**config.mk**
```make
export PLATFORM = sky130hd
export DESIGN_NAME = flash_prog
export DESIGN_NICKNAME = d
export VERILOG_FILES = /design/src/rtl/flash_prog_pkg.sv /design/src/rtl/flash_prog_seq.sv /design/src/rtl/flash_prog.sv
export SDC_FILE = /design/constraint.sdc
export NUM_CORES = 1
export LEC_CHECK = 0
export BUFFER_PORTS_ARGS = -buffer_cell sky130_fd_sc_hd__buf_2
export CAP_MARGIN = 20
export CELL_PAD_IN_SITES_DETAIL_PLACEMENT = 0
export CELL_PAD_IN_SITES_GLOBAL_PLACEMENT = 1
export CORE_ASPECT_RATIO = 1.25
export CORE_MARGIN = 2
export CORE_UTILIZATION = 40
export CTS_CLUSTER_DIAMETER = 120
export DETAILED_ROUTE_END_ITERATION = 10
export MAX_ROUTING_LAYER = met4
export PLACE_DENSITY_LB_ADDON = 0.1
export SYNTH_ARGS = -nofsm -noshare
export SYNTH_HDL_FRONTEND = slang
export SYNTH_HIERARCHICAL = 1
export SYNTH_SLANG_ARGS = --single-unit
```
**constraint.sdc**
```tcl
create_clock -name zclk -period 2.4 [get_ports zclk]
set_input_delay 0 -clock zclk [delete_from_list [all_inputs] [get_ports zclk]]
set_output_delay 0 -clock zclk [all_outputs]
set_load 0.01 [all_outputs]
```
**src/rtl/flash_prog_pkg.sv**
```systemverilog
// Shared types and constants for the flash_prog NOR flash program/erase block.
// Command bytes follow the JEDEC AMD-style command set in byte mode.
package flash_prog_pkg;

    typedef enum logic [3:0] {
        ST_IDLE,
        ST_WR_SETUP,
        ST_WR_PULSE,
        ST_WR_HOLD,
        ST_WR_GAP,
        ST_POLL_RD,
        ST_POLL_GAP,
        ST_POLL_EVAL,
        ST_RST_CMD,
        ST_DONE
    } state_t;

    typedef enum logic {
        OP_PROG  = 1'b0,
        OP_ERASE = 1'b1
    } op_t;

    // Address source for a sequence-ROM bus write
    typedef enum logic [1:0] {
        ASEL_U1,
        ASEL_U2,
        ASEL_CMD,
        ASEL_ZERO
    } asel_t;

    localparam int SEQ_IDX_W = 3;

    localparam logic [7:0] CMD_AA = 8'hAA;
    localparam logic [7:0] CMD_55 = 8'h55;
    localparam logic [7:0] CMD_A0 = 8'hA0;
    localparam logic [7:0] CMD_80 = 8'h80;
    localparam logic [7:0] CMD_30 = 8'h30;
    localparam logic [7:0] CMD_F0 = 8'hF0;

    // Value DQ7 shows once the embedded algorithm has finished
    function automatic logic expected_dq7(input op_t op, input logic [7:0] data);
        return (op == OP_ERASE) ? 1'b1 : data[7];
    endfunction

endpackage

```
**src/rtl/flash_prog_seq.sv**
```systemverilog
// Combinational sequence ROM: (op, index) -> bus-write address select, data byte, last flag.
module flash_prog_seq
    import flash_prog_pkg::*;
(
    input  op_t                  op,
    input  logic [SEQ_IDX_W-1:0] idx,
    input  logic [7:0]           prog_data,
    output asel_t                addr_sel,
    output logic [7:0]           data,
    output logic                 last
);

    always_comb begin
        addr_sel = ASEL_ZERO;
        data     = CMD_F0;
        last     = 1'b1;
        if (op == OP_PROG) begin
            case (idx)
                3'd0: begin addr_sel = ASEL_U1;  data = CMD_AA;    last = 1'b0; end
                3'd1: begin addr_sel = ASEL_U2;  data = CMD_55;    last = 1'b0; end
                3'd2: begin addr_sel = ASEL_U1;  data = CMD_A0;    last = 1'b0; end
                3'd3: begin addr_sel = ASEL_CMD; data = prog_data; last = 1'b1; end
                default: ;
            endcase
        end else begin
            case (idx)
                3'd0: begin addr_sel = ASEL_U1;  data = CMD_AA; last = 1'b0; end
                3'd1: begin addr_sel = ASEL_U2;  data = CMD_55; last = 1'b0; end
                3'd2: begin addr_sel = ASEL_U1;  data = CMD_80; last = 1'b0; end
                3'd3: begin addr_sel = ASEL_U1;  data = CMD_AA; last = 1'b0; end
                3'd4: begin addr_sel = ASEL_U2;  data = CMD_55; last = 1'b0; end
                3'd5: begin addr_sel = ASEL_CMD; data = CMD_30; last = 1'b1; end
                default: ;
            endcase
        end
    end

endmodule

```
**src/rtl/flash_prog.sv**
```systemverilog
// flash_prog: issues JEDEC byte-program / sector-erase bus cycles and polls for completion.
// Optional: define FLASH_PROG_TOGGLE_EN to use DQ6 toggle-bit polling instead of DQ7 data#-polling.
module flash_prog
    import flash_prog_pkg::*;
#(
    parameter int          WE_CYC  = 3,
    parameter int          RD_CYC  = 3,
    parameter logic [23:0] TMO_CYC = 24'd6000000,
    parameter logic [21:0] ADDR_U1 = 22'hAAA,
    parameter logic [21:0] ADDR_U2 = 22'h555
) (
    input  logic        zclk,
    input  logic        rst,
    input  logic        cmd_valid,
    output logic        cmd_ready,
    input  logic        cmd_op,
    input  logic [21:0] cmd_addr,
    input  logic [7:0]  cmd_data,
    output logic        busy,
    output logic        done,
    output logic        err,
    output logic [21:0] flash_a,
    output logic [7:0]  flash_dq,
    output logic        flash_dq_oe,
    input  logic [7:0]  flash_d,
    output logic        flash_ce_n,
    output logic        flash_oe_n,
    output logic        flash_we_n
);

    localparam logic [7:0] WE_LAST = 8'(WE_CYC - 1);
    localparam logic [7:0] RD_LAST = 8'(RD_CYC - 1);

    state_t               state_reg, state_next;
    op_t                  op_reg, op_next;
    logic [21:0]          addr_reg, addr_next;
    logic [7:0]           data_reg, data_next;
    logic [SEQ_IDX_W-1:0] idx_reg, idx_next;
    logic [7:0]           cnt_reg, cnt_next;
    logic [23:0]          tmo_reg, tmo_next;
    logic                 dq5_seen_reg, dq5_seen_next;
    logic                 rst_cmd_reg, rst_cmd_next;
    logic                 err_reg, err_next;
    logic [7:0]           poll_a_reg, poll_a_next;
`ifdef FLASH_PROG_TOGGLE_EN
    logic [7:0]           poll_b_reg, poll_b_next;
    logic                 phase_reg, phase_next;
`endif

    asel_t       seq_addr_sel;
    logic [7:0]  seq_data;
    logic        seq_last;
    logic [21:0] wr_addr;
    logic [7:0]  wr_data;
    logic        tmo_hit;
    logic        poll_ok;
    logic        poll_dq5;
    logic        unused_poll;

    flash_prog_seq u_seq (
        .op        (op_reg),
        .idx       (idx_reg),
        .prog_data (data_reg),
        .addr_sel  (seq_addr_sel),
        .data      (seq_data),
        .last      (seq_last)
    );

    // The reset-command write overrides whatever the sequence ROM points at
    always_comb begin
        wr_data = rst_cmd_reg ? CMD_F0 : seq_data;
        wr_addr = 22'd0;
        if (!rst_cmd_reg) begin
            case (seq_addr_sel)
                ASEL_U1:  wr_addr = ADDR_U1;
                ASEL_U2:  wr_addr = ADDR_U2;
                ASEL_CMD: wr_addr = addr_reg;
                default:  wr_addr = 22'd0;
            endcase
        end
    end

    assign tmo_hit = (tmo_reg >= TMO_CYC);

`ifdef FLASH_PROG_TOGGLE_EN
    assign poll_ok     = (poll_a_reg[6] == poll_b_reg[6]);
    assign poll_dq5    = poll_b_reg[5];
    assign unused_poll = ^{poll_a_reg[7], poll_a_reg[5:0], poll_b_reg[7], poll_b_reg[4:0]};
`else
    assign poll_ok     = (poll_a_reg[7] == expected_dq7(op_reg, data_reg));
    assign poll_dq5    = poll_a_reg[5];
    assign unused_poll = ^{poll_a_reg[6], poll_a_reg[4:0]};
`endif

    always_comb begin
        state_next    = state_reg;
        op_next       = op_reg;
        addr_next     = addr_reg;
        data_next     = data_reg;
        idx_next      = idx_reg;
        cnt_next      = cnt_reg;
        tmo_next      = tmo_reg;
        dq5_seen_next = dq5_seen_reg;
        rst_cmd_next  = rst_cmd_reg;
        err_next      = err_reg;
        poll_a_next   = poll_a_reg;
`ifdef FLASH_PROG_TOGGLE_EN
        poll_b_next   = poll_b_reg;
        phase_next    = phase_reg;
`endif

        // Timeout runs across every poll state and saturates once reached
        if ((state_reg == ST_POLL_RD || state_reg == ST_POLL_GAP ||
             state_reg == ST_POLL_EVAL) && !tmo_hit) begin
            tmo_next = tmo_reg + 24'd1;
        end

        case (state_reg)
            ST_IDLE: begin
                if (cmd_valid) begin
                    op_next       = op_t'(cmd_op);
                    addr_next     = cmd_addr;
                    data_next     = cmd_data;
                    idx_next      = '0;
                    cnt_next      = 8'd0;
                    dq5_seen_next = 1'b0;
                    rst_cmd_next  = 1'b0;
                    err_next      = 1'b0;
`ifdef FLASH_PROG_TOGGLE_EN
                    phase_next    = 1'b0;
`endif
                    state_next    = ST_WR_SETUP;
                end
            end
            ST_WR_SETUP: begin
                cnt_next   = 8'd0;
                state_next = ST_WR_PULSE;
            end
            ST_WR_PULSE: begin
                if (cnt_reg == WE_LAST) begin
                    cnt_next   = 8'd0;
                    state_next = ST_WR_HOLD;
                end else begin
                    cnt_next = cnt_reg + 8'd1;
                end
            end
            ST_WR_HOLD: state_next = ST_WR_GAP;
            ST_WR_GAP: begin
                if (rst_cmd_reg) begin
                    state_next = ST_DONE;
                end else if (seq_last) begin
                    tmo_next   = 24'd0;
                    cnt_next   = 8'd0;
                    state_next = ST_POLL_RD;
                end else begin
                    idx_next   = idx_reg + 3'd1;
                    state_next = ST_WR_SETUP;
                end
            end
            ST_POLL_RD: begin
                if (cnt_reg == RD_LAST) begin
                    cnt_next = 8'd0;
`ifdef FLASH_PROG_TOGGLE_EN
                    if (phase_reg) poll_b_next = flash_d;
                    else           poll_a_next = flash_d;
`else
                    poll_a_next = flash_d;
`endif
                    state_next = ST_POLL_GAP;
                end else begin
                    cnt_next = cnt_reg + 8'd1;
                end
            end
            ST_POLL_GAP: begin
`ifdef FLASH_PROG_TOGGLE_EN
                // Toggle polling needs a pair of reads before each decision
                if (!phase_reg) begin
                    phase_next = 1'b1;
                    state_next = ST_POLL_RD;
                end else begin
                    phase_next = 1'b0;
                    state_next = ST_POLL_EVAL;
                end
`else
                state_next = ST_POLL_EVAL;
`endif
            end
            ST_POLL_EVAL: begin
                // A completed poll wins even if the timeout has just expired
                if (poll_ok) begin
                    err_next   = 1'b0;
                    state_next = ST_DONE;
                end else if (tmo_hit || dq5_seen_reg) begin
                    state_next = ST_RST_CMD;
                end else begin
                    if (poll_dq5) dq5_seen_next = 1'b1;
                    cnt_next   = 8'd0;
                    state_next = ST_POLL_RD;
                end
            end
            ST_RST_CMD: begin
                rst_cmd_next = 1'b1;
                err_next     = 1'b1;
                cnt_next     = 8'd0;
                state_next   = ST_WR_SETUP;
            end
            ST_DONE: state_next = ST_IDLE;
            default: state_next = ST_IDLE;
        endcase
    end

    always_ff @(posedge zclk) begin
        if (rst) begin
            state_reg    <= ST_IDLE;
            op_reg       <= OP_PROG;
            addr_reg     <= 22'd0;
            data_reg     <= 8'd0;
            idx_reg      <= '0;
            cnt_reg      <= 8'd0;
            tmo_reg      <= 24'd0;
            dq5_seen_reg <= 1'b0;
            rst_cmd_reg  <= 1'b0;
            err_reg      <= 1'b0;
            poll_a_reg   <= 8'd0;
`ifdef FLASH_PROG_TOGGLE_EN
            poll_b_reg   <= 8'd0;
            phase_reg    <= 1'b0;
`endif
        end else begin
            state_reg    <= state_next;
            op_reg       <= op_next;
            addr_reg     <= addr_next;
            data_reg     <= data_next;
            idx_reg      <= idx_next;
            cnt_reg      <= cnt_next;
            tmo_reg      <= tmo_next;
            dq5_seen_reg <= dq5_seen_next;
            rst_cmd_reg  <= rst_cmd_next;
            err_reg      <= err_next;
            poll_a_reg   <= poll_a_next;
`ifdef FLASH_PROG_TOGGLE_EN
            poll_b_reg   <= poll_b_next;
            phase_reg    <= phase_next;
`endif
        end
    end

    // Pin and status outputs are decoded purely from the registered state
    always_comb begin
        cmd_ready   = (state_reg == ST_IDLE);
        busy        = (state_reg != ST_IDLE) && (state_reg != ST_DONE);
        done        = (state_reg == ST_DONE);
        err         = (state_reg == ST_DONE) && err_reg;
        flash_a     = 22'd0;
        flash_dq    = 8'd0;
        flash_dq_oe = 1'b0;
        flash_ce_n  = 1'b1;
        flash_oe_n  = 1'b1;
        flash_we_n  = 1'b1;
        case (state_reg)
            ST_WR_SETUP, ST_WR_HOLD: begin
                flash_a     = wr_addr;
                flash_dq    = wr_data;
                flash_dq_oe = 1'b1;
                flash_ce_n  = 1'b0;
            end
            ST_WR_PULSE: begin
                flash_a     = wr_addr;
                flash_dq    = wr_data;
                flash_dq_oe = 1'b1;
                flash_ce_n  = 1'b0;
                flash_we_n  = 1'b0;
            end
            ST_WR_GAP: begin
                flash_a  = wr_addr;
                flash_dq = wr_data;
            end
            ST_POLL_RD: begin
                flash_a    = addr_reg;
                flash_ce_n = 1'b0;
                flash_oe_n = 1'b0;
            end
            ST_POLL_GAP, ST_POLL_EVAL: flash_a = addr_reg;
            default: ;
        endcase
    end

endmodule

```
# ---- Yosys cells after proc, flatten, opt, wreduce, memory -nomap -nowiden
# Cells that the tools add are included.
dict set report word_totals {
  reg_bits 81
  out_inout_bits 38
  word_cells 130
}
dict set report op_classes {
  add_sub_neg 3
  n_lt_le_gt_ge 1
  n_eq_ne 29
  mux 50
  reduce_logical 36
}
# cell n
set op_table {}
lappend op_table {{$mux 24} 4}
lappend op_table {{$mux 8} 9}
lappend op_table {{$pmux 22 s3} 1}
lappend op_table {{$pmux 8 s4} 2}
lappend op_table {{$pmux 22 s2} 1}
lappend op_table {{$pmux 8 s5} 1}
lappend op_table {{$pmux 4 s9} 1}
lappend op_table {{$add 24x1->24 const B} 1}
lappend op_table {{$ge 24x23->1 const B} 1}
lappend op_table {{$mux 4} 6}
lappend op_table {{$mux 22} 1}
lappend op_table {{$ne 2x2->1 const B} 9}
lappend op_table {{$eq 4x3->1 const B} 4}
lappend op_table {{$mux 1} 13}
lappend op_table {{$mux 3} 4}
lappend op_table {{$pmux 2 s3} 2}
lappend op_table {{$reduce_or 3->1} 4}
lappend op_table {{$reduce_or 2->1} 5}
lappend op_table {{$add 8x1->8 const B} 1}
lappend op_table {{$eq 4x2->1 const B} 2}
lappend op_table {{$eq 4x4->1 const B} 2}
lappend op_table {{$eq 8x2->1 const B} 1}
lappend op_table {{$reduce_or 4->1} 2}
lappend op_table {{$eq 3x2->1 const B} 2}
lappend op_table {{29 further kinds} 40}

# ---- Logic depth before layout (Yosys ltp)
dict set report logic_depth {
  word_depth 8
  depth_mapped 10
  depth_no_buf 9
}

# ---- By module
# The synthesis kept the hierarchy.
# mod instances cells_each area_per_inst_um2
set modules_own_cells {}
lappend modules_own_cells {flash_prog 1 470 3718.6}
lappend modules_own_cells {flash_prog_seq 1 34 226.5}

# ---- Least setup slack after synthesis
# No wires, ideal clock.
dict set report synth_timing {
  path_type {reg-to-output}
  startpoint {register op_reg}
  endpoint {output flash_a[12]}
  t_arrival_ns 2.139
  path_slack_ns 0.261
  path_stages_with_launch 9
  path_buffers 1
  path_cell_list {dfxtp_1 nor2b_1 and3_2 nor2_1 or3_1 a21oi_1 o21a_1 buf_2 and2_1}
}
dict set report synth_via {
  elab_chain_len 5
}
# item line
set synth_rtl {}
lappend synth_rtl {{from (decl)} flash_prog.sv:35} ;# op_t op_reg, op_next;
lappend synth_rtl {{from (signal assigned)} flash_prog.sv:231} ;# op_reg <= op_next;
lappend synth_rtl {{$mux 2 *} flash_prog_seq.sv:17} ;# if (op == OP_PROG) begin
lappend synth_rtl {{named net seq_addr_sel[0]} flash_prog.sv:50} ;# asel_t seq_addr_sel;
lappend synth_rtl {{$eq 2x2->1, or another cell as far along} flash_prog.sv:74} ;# case (seq_addr_sel)
lappend synth_rtl {{$pmux 22 s3 *} flash_prog.sv:74}
lappend synth_rtl {{$mux 22 *} flash_prog.sv:73} ;# if (!rst_cmd_reg) begin
lappend synth_rtl {{$pmux 22 s2 *} flash_prog.sv:260} ;# case (state_reg)
lappend synth_rtl {{to (decl)} flash_prog.sv:22} ;# output logic [21:0] flash_a,
# The timed path passes the listed nets; every way through them passes the cells marked *.

# ---- Worst setup path in the final report
dict set report layout_timing {
  startpoint {register op_reg}
  endpoint {output flash_a[13]}
}
# The elaborated chain is that of the path after synthesis.

==> flow_metrics.env <==
export IMPL_start_kind="flip-flop"
export IMPL_synth_seq_cells=75
export IMPL_core_area_um2=9610
export IMPL_critical_path_class="reg -> out"
export IMPL_drtAntennaViolNets=0
export IMPL_dr_total_vias=3811
export IMPL_whs_ns=0.0312
export IMPL_synth_top_family_by_area="simple AND/OR/NAND/NOR gates"
export IMPL_end_kind="output pin"
export IMPL_synth_edf_count=0
export IMPL_ys_seq_area_share_pct=38.1
export IMPL_place_area_um2=4460
export IMPL_initial_core_util_pct=41.1
export IMPL_cts_made_buffers=9
export IMPL_fmax_ghz=0.441
export IMPL_gp_congestion=0.837
export IMPL_wirelength_um=10300
export IMPL_ys_types=63
export IMPL_drive_gt1_share_pct=24.0
export IMPL_maxCapViolations=0
export IMPL_fin_area_um2=5190
export IMPL_n_antenna_cell=0
export IMPL_swShare_pct=29.7
export IMPL_pin_count=80
export IMPL_ir_worst_vdd_uv=376
export IMPL_die_area_um2=10700
export IMPL_drtIter0Drc=134
export IMPL_grt_total_usage_pct=20.7
export IMPL_outcome="finished clean"
export IMPL_tns_ns=0
export IMPL_setup_violations=0
export IMPL_cts_root_buf="clkbuf_16"
export IMPL_hpwl_um=6780
export IMPL_finalMaxSlewViolations=0
export IMPL_cts_path_max_buffers=2
export IMPL_cp_data_arrival_time_ns=2.27
export IMPL_critPathRequiredTime_ns=2.40
export IMPL_clock_latency_ns=0.33
export IMPL_largest_register_ffs=24
export IMPL_synthXorXnorAreaFrac_pct=4.88
export IMPL_synthMuxAreaShare_pct=1.01
export IMPL_cts_sinks=75
export IMPL_die_width_um=92.8
export IMPL_nFillCells=977
export IMPL_skew_ns=0.00711
export IMPL_post_route_period_util_pct=94.5
export IMPL_synthArstFlopShare_pct=0
export IMPL_syn_nets=551
export IMPL_synth_simple_area_share_pct=31.8
export IMPL_fin_crit_ns=2.27
export IMPL_ys_warn_count=6
export IMPL_synthFlopType="dfxtp_1"
export IMPL_seqPwrFrac_pct=36.2
export IMPL_pwr_share_clk_pct=38.5
export IMPL_wl_per_cell_um=13.7
export IMPL_port_buffers=73
export IMPL_synth_compound_area_share_pct=17.9
export IMPL_rsz0062_at_grt="false"
export IMPL_synth_adder_area_share_pct=1.59
export IMPL_p_comb_share_pct=25.3
export IMPL_layout_commonest_cell="nand2_1"
export IMPL_clkTransAtPathRegs_ns=0.06
export IMPL_grt_max_degree=32
export IMPL_globalRouteMet3Util_pct=4.06
export IMPL_syn_avg_cell_area_um2=7.83
export IMPL_worstMarginPinSlew_ns=0.488
export IMPL_synthCells=504
export IMPL_grt_overflow_total=0
export IMPL_final_cell_mix="96 x nand2_1, 73 x buf_2, 71 x dfxtp_1"
export IMPL_htree_levels=3
export IMPL_cp_max_fo=8
export IMPL_hold_viol_final=0
export IMPL_relSlewSlack_pct=67.1
export IMPL_hold_path_class="in -> reg"
export IMPL_grtUsageMet2_pct=36.6
export IMPL_finalNetCount=663
export IMPL_cts_tree="yes"
export IMPL_route_detailed_drc=0
export IMPL_syn_area_um2=3950
export IMPL_die_h_um=115
export IMPL_grt_util_met1_pct=23.1
export IMPL_drtPass1Iterations=4
export IMPL_power_density_nw_per_um2=735
export IMPL_switchingPower_mw=1.13
export IMPL_synthToLayoutAreaGrowth_pct=31.5
export IMPL_busiest_layer="met2"
export IMPL_antenna_found_initial=0
export IMPL_p_leak_nw=2.16
export IMPL_internal_power_mw=2.68
export IMPL_via_per_inst=5.10
export IMPL_row_count=40
export IMPL_rrSetupSlack_ns=0.27
export IMPL_grt_pass1_vias=3739
export IMPL_grt_pass1_wl_um=17300
## layout make-up
type	count	area [µm²]	share of cell area, %
flip-flops and latches	75	1510	29.1
clock buffers	10	239	4.61
repair buffers	128	865	16.7
multi-input cells	390	2280	43.9
clock inverters	6	88.8	1.71
inverters	12	48.8	0.941
well taps	126	158	3.04
## Yosys cell counts, drive strengths merged (2+ instances only)
library cell	count	area (µm²)
or3	6	37.5
and3	8	55.1
nand2b	3	18.8
nor3b	3	27.5
a21o	13	101
xor2	10	87.6
xnor2	12	105
a31o	2	17.5
nand3	8	40.0
ha	5	62.6
nor3	13	70.1
or2	2	12.5
or3b	4	35.0
mux2i	4	40.0
buf	9	65.1
nand2	96	360
a2111oi	3	52.6
nand4	8	56.3
nand3b	2	15.0
o21ai	17	85.1
a31oi	2	12.5
clkbuf	18	77.6
dfxtp	75	1500
o211ai	5	37.5
nor2	52	198
and2	17	106
nor4b	2	17.5
a21oi	52	260
a211oi	3	27.5
o21a	8	60.1
or4	2	15.0
inv	12	45.0
nor2b	12	85.1
nor4	6	68.8
## power by group through the flow
stage | sequential (mW) | clock, mW | combinational, mW
6_report | 1.38 | 1.47 | 0.966
5_1_grt | 1.39 | 1.57 | 1.07
4_1_cts | 1.38 | 1.50 | 0.944
3_5_place_dp | 1.41 | 0 | 0.895
3_3_place_gp | 1.41 | 0 | 0.889
2_1_floorplan | 1.39 | 0 | 0.581
## routing by layer
layer	vias to the layer above	share of wire (%)
met5	-	0
met4	0	1.9
met3	18	2.9
met2	70	52
met1	1774	44
li1	1949	-
## kinds of logic (layout without fill, tap and decap cells)
group | Yosys count | after routing
AND/OR/NAND/NOR | 248 | 248
AO/OA/AOI/OAI | 111 | 111
flip-flops | 75 | 75
buffers and inverters | 39 | 156
XOR/XNOR | 22 | 22
adder cells (fa/ha/maj) | 5 | 5
multiplexers | 4 | 4
## critical path, stage by stage (launching register included)
cell and delay (ns):
dfxtp_4 0.38, nor2b_4 0.15, and3_2 0.20, nor2_1 0.08
or3_1 0.32, a21oi_2 0.17, o21a_1 0.21, buf_4 0.17
and2_1 0.14, buf_2 0.13
## worst paths after layout
path	from	endpoint	cells after the start
worst max register to register	tmo_reg[18]	tmo_reg[13]	6
worst min-delay path	cmd_valid	dq5_seen_reg	4
worst max-delay path	op_reg	flash_a[13]	9
worst min register to register	addr_reg[12]	addr_reg[12]	2
## stage by stage
step           setup slack (ns)  total power [mW]  instances  utilization, %
2_1_floorplan             0.261              1.97        504               -
3_3_place_gp              0.283              2.30        693            46.4
3_5_place_dp              0.229              2.30        693            46.4
4_1_cts                  0.0335              3.83        742            53.3
5_1_grt                 0.00993              4.04        747            54.0
6_report                  0.132              3.81        747            54.0
## timing repair
action,4_1_cts,5_1_grt
hold endpoints to repair,33,0
endpoints found under the setup margin,16,20
pin swaps,0,3
buffers inserted,0,4
gates cloned,0,1
resized for setup,4,11
hold buffers,33,0
(Power assumes the default switching activity.)
